`config.mk`:
```
export PLATFORM = sky130hd
export DESIGN_NAME = mem_port_arbiter
export DESIGN_NICKNAME = d
export VERILOG_FILES = /design/src/rtl/mem_port_arbiter.sv
export SDC_FILE = /design/constraint.sdc
export NUM_CORES = 1
export LEC_CHECK = 0
export ABC_CLOCK_PERIOD_IN_PS = 1950
export BUFFER_PORTS_ARGS = -buffer_cell sky130_fd_sc_hd__buf_2
export CAP_MARGIN = 0
export CORE_AREA = 3 3 106 108
export DETAILED_ROUTE_END_ITERATION = 6
export DIE_AREA = 0 0 109 111
export PLACE_DENSITY_LB_ADDON = 0.25
export SYNTH_ARGS = -nofsm -noshare
export SYNTH_HDL_FRONTEND = slang
export SYNTH_SLANG_ARGS = --single-unit
export TNS_END_PERCENT = 1
```
`constraint.sdc`:
```
create_clock -name clk -period 1.95 [get_ports clk]
set_input_delay 0.195 -clock clk [delete_from_list [all_inputs] [get_ports clk]]
set_output_delay 0.195 -clock clk [all_outputs]
set_load 0.02 [all_outputs]
```
`src/rtl/mem_port_arbiter.sv`:
```
// mem_port_arbiter
//   Shares the single dcache port between the instruction-fetch unit (IF) and
//   the load/store unit (LS). A grant is registered in IDLE and held until the
//   owner completes (mem_ready while valid), withdraws its request, or the
//   watchdog expires. Only the owner sees mem_ready / mem_rdata.
//
// Parameters
//   ADDR_W   address width
//   DATA_W   data width (byte-enable width is DATA_W/8)
//   TIMEOUT  max grant cycles waiting for mem_ready; 0 disables the watchdog
//
// Ports
//   clk, rst_n                      clock, synchronous active-low reset
//   if_valid/if_addr                fetch request (read only)
//   if_ready/if_rdata               fetch completion and read data
//   ls_valid/ls_addr/ls_wdata       LSU request
//   ls_byte_enable                  store lanes, all-zero means load
//   ls_ready/ls_rdata               LSU completion and read data
//   mem_valid/mem_addr/mem_wdata    request towards the dcache
//   mem_byte_enable                 lanes towards the dcache
//   mem_ready/mem_rdata             dcache completion pulse and read data
//   err                             one-cycle pulse on watchdog expiry
//
// Build option
//   ARB_ROUND_ROBIN_EN  defined: contention goes to the requester that did not
//                       own the port last. Undefined: LS always wins.
module mem_port_arbiter #(
  parameter int ADDR_W  = 32,
  parameter int DATA_W  = 32,
  parameter int TIMEOUT = 255
) (
  input  logic                  clk,
  input  logic                  rst_n,
  input  logic                  if_valid,
  input  logic [ADDR_W-1:0]     if_addr,
  output logic                  if_ready,
  output logic [DATA_W-1:0]     if_rdata,
  input  logic                  ls_valid,
  input  logic [ADDR_W-1:0]     ls_addr,
  input  logic [DATA_W-1:0]     ls_wdata,
  input  logic [DATA_W/8-1:0]   ls_byte_enable,
  output logic                  ls_ready,
  output logic [DATA_W-1:0]     ls_rdata,
  output logic                  mem_valid,
  output logic [ADDR_W-1:0]     mem_addr,
  output logic [DATA_W-1:0]     mem_wdata,
  output logic [DATA_W/8-1:0]   mem_byte_enable,
  input  logic                  mem_ready,
  input  logic [DATA_W-1:0]     mem_rdata,
  output logic                  err
);

  localparam int CNT_W = (TIMEOUT > 256) ? $clog2(TIMEOUT) : 8;
  localparam logic [CNT_W-1:0] TO_LAST = CNT_W'(TIMEOUT - 1);
  localparam bit WD_EN = (TIMEOUT != 0);

  typedef enum logic [1:0] {
    IDLE     = 2'd0,
    GRANT_IF = 2'd1,
    GRANT_LS = 2'd2
  } state_t;

  state_t             state;
  logic               last_owner_ls;
  logic [CNT_W-1:0]   wait_cnt;

  logic               owner_valid;
  logic               done;
  logic               timeout;
  logic               pick_ls;

  // Arbitration decision, only consulted in IDLE.
`ifdef ARB_ROUND_ROBIN_EN
  always_comb begin
    pick_ls = ls_valid;
    if (ls_valid && if_valid) begin
      pick_ls = !last_owner_ls;
    end
  end
`else
  // Fixed priority: LS wins contention; last_owner is kept but not consulted.
  logic last_owner_unused;
  assign last_owner_unused = last_owner_ls;
  assign pick_ls = ls_valid;
`endif

  always_comb begin
    owner_valid = 1'b0;
    case (state)
      GRANT_IF: owner_valid = if_valid;
      GRANT_LS: owner_valid = ls_valid;
      default:  owner_valid = 1'b0;
    endcase
  end

  assign done    = owner_valid && mem_ready;
  // Completion in the last watchdog cycle takes precedence over expiry.
  assign timeout = WD_EN && owner_valid && !mem_ready && (wait_cnt == TO_LAST);

  // State, ownership history and watchdog.
  always_ff @(posedge clk) begin
    if (!rst_n) begin
      state         <= IDLE;
      last_owner_ls <= 1'b0;
      wait_cnt      <= '0;
    end else begin
      case (state)
        IDLE: begin
          wait_cnt <= '0;
          if (if_valid || ls_valid) begin
            state <= pick_ls ? GRANT_LS : GRANT_IF;
          end
        end
        GRANT_IF, GRANT_LS: begin
          if (!owner_valid || done || timeout) begin
            state         <= IDLE;
            last_owner_ls <= (state == GRANT_LS);
            wait_cnt      <= '0;
          end else begin
            wait_cnt <= wait_cnt + CNT_W'(1);
          end
        end
        default: begin
          state    <= IDLE;
          wait_cnt <= '0;
        end
      endcase
    end
  end

  // Port muxing towards the cache and completion routing back to the owner.
  always_comb begin
    mem_valid       = owner_valid;
    mem_addr        = '0;
    mem_wdata       = '0;
    mem_byte_enable = '0;
    if_ready        = 1'b0;
    if_rdata        = '0;
    ls_ready        = 1'b0;
    ls_rdata        = '0;
    err             = timeout;
    case (state)
      GRANT_IF: begin
        mem_addr = if_addr;
        if (done) begin
          if_ready = 1'b1;
          if_rdata = mem_rdata;
        end
      end
      GRANT_LS: begin
        mem_addr        = ls_addr;
        mem_wdata       = ls_wdata;
        mem_byte_enable = ls_byte_enable;
        if (done) begin
          ls_ready = 1'b1;
          ls_rdata = mem_rdata;
        end
      end
      default: begin
        mem_valid = 1'b0;
      end
    endcase
  end

endmodule

```
==> summary.md <==
| Metric | Value |
|---|---|
| Status | finished, violations left |
| Violated checks | negative setup slack |
| CP max FO | 8 |
| Area contributors post-synth | and2_1 (36%), a22oi_1 (14%), nor2b_1 (12%), dfxtp_1 (11%), buf_6 (3.9%) |
| Initial antenna violation count | 0 |
| Routed wire length | a little over 10000 um |
| Arr. time, crit path | 1790 ps |
| # nets final | 659 |
| Slew at the pin closest to its max-slew limit | between 300 and 400 ps |
| ANT nets after route | 0 |
| Syn nets | just under 400 |
| Initial DRC count | 182 |
| Most used DFF post-synth | dfxtp_1 |
| Worst hold slack | around 250 ps |
| DR pass1 iterations | 4 |
| Die Height | 111 um |
| Die width | roughly 110 um |
| Htree depth | 1 |
| Largest stage delay, worst path | about 380 ps |
| Vias/cell | 4.320 |
| Worst setup EP type | primary output |
| M3 GR Usage | 2.271% |
| WL/cell | roughly 16 um |
| Initial Utilization | 16.87% |
| Cell count after synthesis | roughly 240 |
| Fraction of layout cells with a size suffix above 1 | approximately two thirds |
| Static leakage | ~2.1 nW |
| Largest net degree at the start of global routing | a little under 70 |
| Layout Cells excl Fill | 651 |
| Final worst slack | -35.96 ps |
| M1 GR Usage | between 10% and 20% |
| FP Rows | 37 |
| Grt met2 use | between 20% and 30% |
| Post-synth ARST share | 0% |
| Final instance area | slightly below 0.004 mm2 |
| Reg2reg path depth | 7 |
| Synthesis-to-finish area growth | 124.5% |
| Number of global-route vias before repair | between 2000 and 3000 |
| Clk pin slew, worst setup/hold paths | about 50 ps |
| Fmax | between 0.5 and 0.6 GHz |
| CTS tree | done |
| Remaining DRCs | 0 |
| Total CTS buffers | 3 |
| Io pins | between 200 and 300 |
| CTS max path bufs | 2 |
| Syn avg cell area | between 7 and 8 um2 |
| Cell taking the most area after synthesis | and2_1 |
| Max Cap Violations | 0 |
| Slowest cell on crit path | dfxtp_4 |
| Syn Std Cell Area | between 0.0015 and 0.002 mm2 |
| Hold path depth | 2 |
| Post-synth EDFFs | 0 |
| Worst Setup Path Type | reg2out |
| Core Area | 0.01032 mm2 |
| Setup crit start kind | flip-flop |
| Final setup vio count | 23 |
| Die ar. | ~0.012 mm2 |
| Synth cell types | 27 |
| Placed instance count | ~630 |
| Top Usage Layer GRT | met2 |
| Unrepaired setup endpoints after global routing | yes |
| CTS Hold Bufs | 0 |
| Shortest period the worst path allows | 1986 ps |
| Cells along the critical path | inv_4 > ha_4 > nor2b_4 > buf_6 > and3_4 > and2_1 > buf_6 |
| Class of the worst hold path | in2reg |
| Synth Register Bits | 10 |
| Final Cycle Share | 101.8% |
| Gr usage total | between 10% and 20% |
| Final Power | between 0.001 and 0.0015 W |
| Most common cell in the netlist | and2_1 |
| Via count | between 2000 and 3000 |
| Yosys warning count | 0 |
| CTS Root Cell | clkbuf_8 |
| DP HPWL | approximately 7000 um |
| Pwr Density | ~260 mW/mm2 |
| Post-DP Area | about 0.0032 mm2 |
| Clock latency on the worst-skew pair | about 230 ps |
| RD Place Congestion | approximately 0.83 |
| Max Slew Vio Count | 0 |
| Top-area cell type share of the netlist area | 36.28% |
| Relative slew margins | between 70 and 80% |
| Crit-path most repeated cell | buf_6 |
| N_diodes | 0 |
| Worst path required time | approximately 1800 ps |
| GR Overflow Total | 0 |
| First-pass GRT wire length | between 10000 and 15000 um |
| Synth top cells by count | and2_1 (101), nor2b_1 (34), a22oi_1 (32) |
| Worst clock skew | between 3 and 4 ps |
| Final hold vios | 0 |
| Clock Sinks | 10 |
| Layout Utilization | 37.87% |
| Number of port buffers | ~270 |
| Worst VDD drop | approximately 0.00034 V |
| Sequential area share after synthesis | between 10% and 20% |
[power breakdown]
group	internal [W]	switching, W	leakage [nW]
registers	0.000208	0.00000653	0.0822
clock network	0.000135	0.0000738	0.0216
logic	0.000284	0.000326	1.96
[placed cells by master, fill, tap and decap left out, types with 3 or more instances in the layout]
master and instances:
a22oi_1 32, buf_2 206, nor2_1 9, buf_4 10, nor2b_1 34, dfxtp_1 8, and2_1 69, and3_4 10
xnor2_1 3, xor2_1 3, and2_4 32, nand3_1 6, ha_4 3, clkbuf_8 3, nand2_1 3, buf_6 64
[critical path: cells and delay by family, from the launching register on]
| kind | cells | cell delay [ps] |
|---|---|---|
| flops | 1 | 380 |
| fa+ha+maj | 1 | 260 |
| buf+inv | 3 | 300 |
| simple gates | 3 | 600 |
[area by class of cell]
cell class                      count  area (um2)
Fill cell                        1054        6414
Timing Repair Buffer              282        1867
Multi-Input combinational cell    217        1608
Sequential cell                    10       207.7
Tap cell                          136       170.2
Clock buffer                        3       41.29
Inverter                            3       16.27
[final timing paths]
check / start / slack [ps] / endpoint
worst max register to register: state[0]$_SDFFE_PN0P_ / 340 / wait_cnt[2]$_SDFF_PP0_
worst min-delay path: rst_n / 250 / state[0]$_SDFFE_PN0P_
worst min register to register: wait_cnt[0]$_SDFF_PP0_ / 460 / wait_cnt[0]$_SDFF_PP0_
worst max-delay path: state[1]$_SDFFE_PN0P_ / -40 / if_rdata[1]
[through the flow]
step,TNS [ps],setup WS [ps]
4_1_cts,-378.3,-28.19
5_1_grt,-2980,-82.45
2_1_floorplan,0,168.3
3_3_place_gp,0,154.0
3_5_place_dp,0,95.52
6_report,-222.4,-35.96
[repair_timing]
action                                  4_1_cts  5_1_grt
setup buffers                                 5        2
pin swaps                                    18       24
cloned                                        7        1
endpoints found under the setup margin      120       83
resized for setup                            87      101
[registers in the layout, summed over array words and instances (netlist names)]
signal	flops
wait_cnt	8
state	2
[metal layers]
layer	vias up	part of all wire (%)
li1	1359	-
met1	1297	36
met2	146	55
met3	10	7.9
met4	0	0.96
met5	-	0
[cells by family after synthesis]
family                     synth area share, %
xor gates and xnor gates                 3.018
DFF                                      11.49
AOI/OAI and AO/OA                        16.74
buffers and inverters                    8.117
and+or+nand+nor                          57.04
adders and majority gates                3.592
Note: power is estimated with default switching activity, not from simulation.
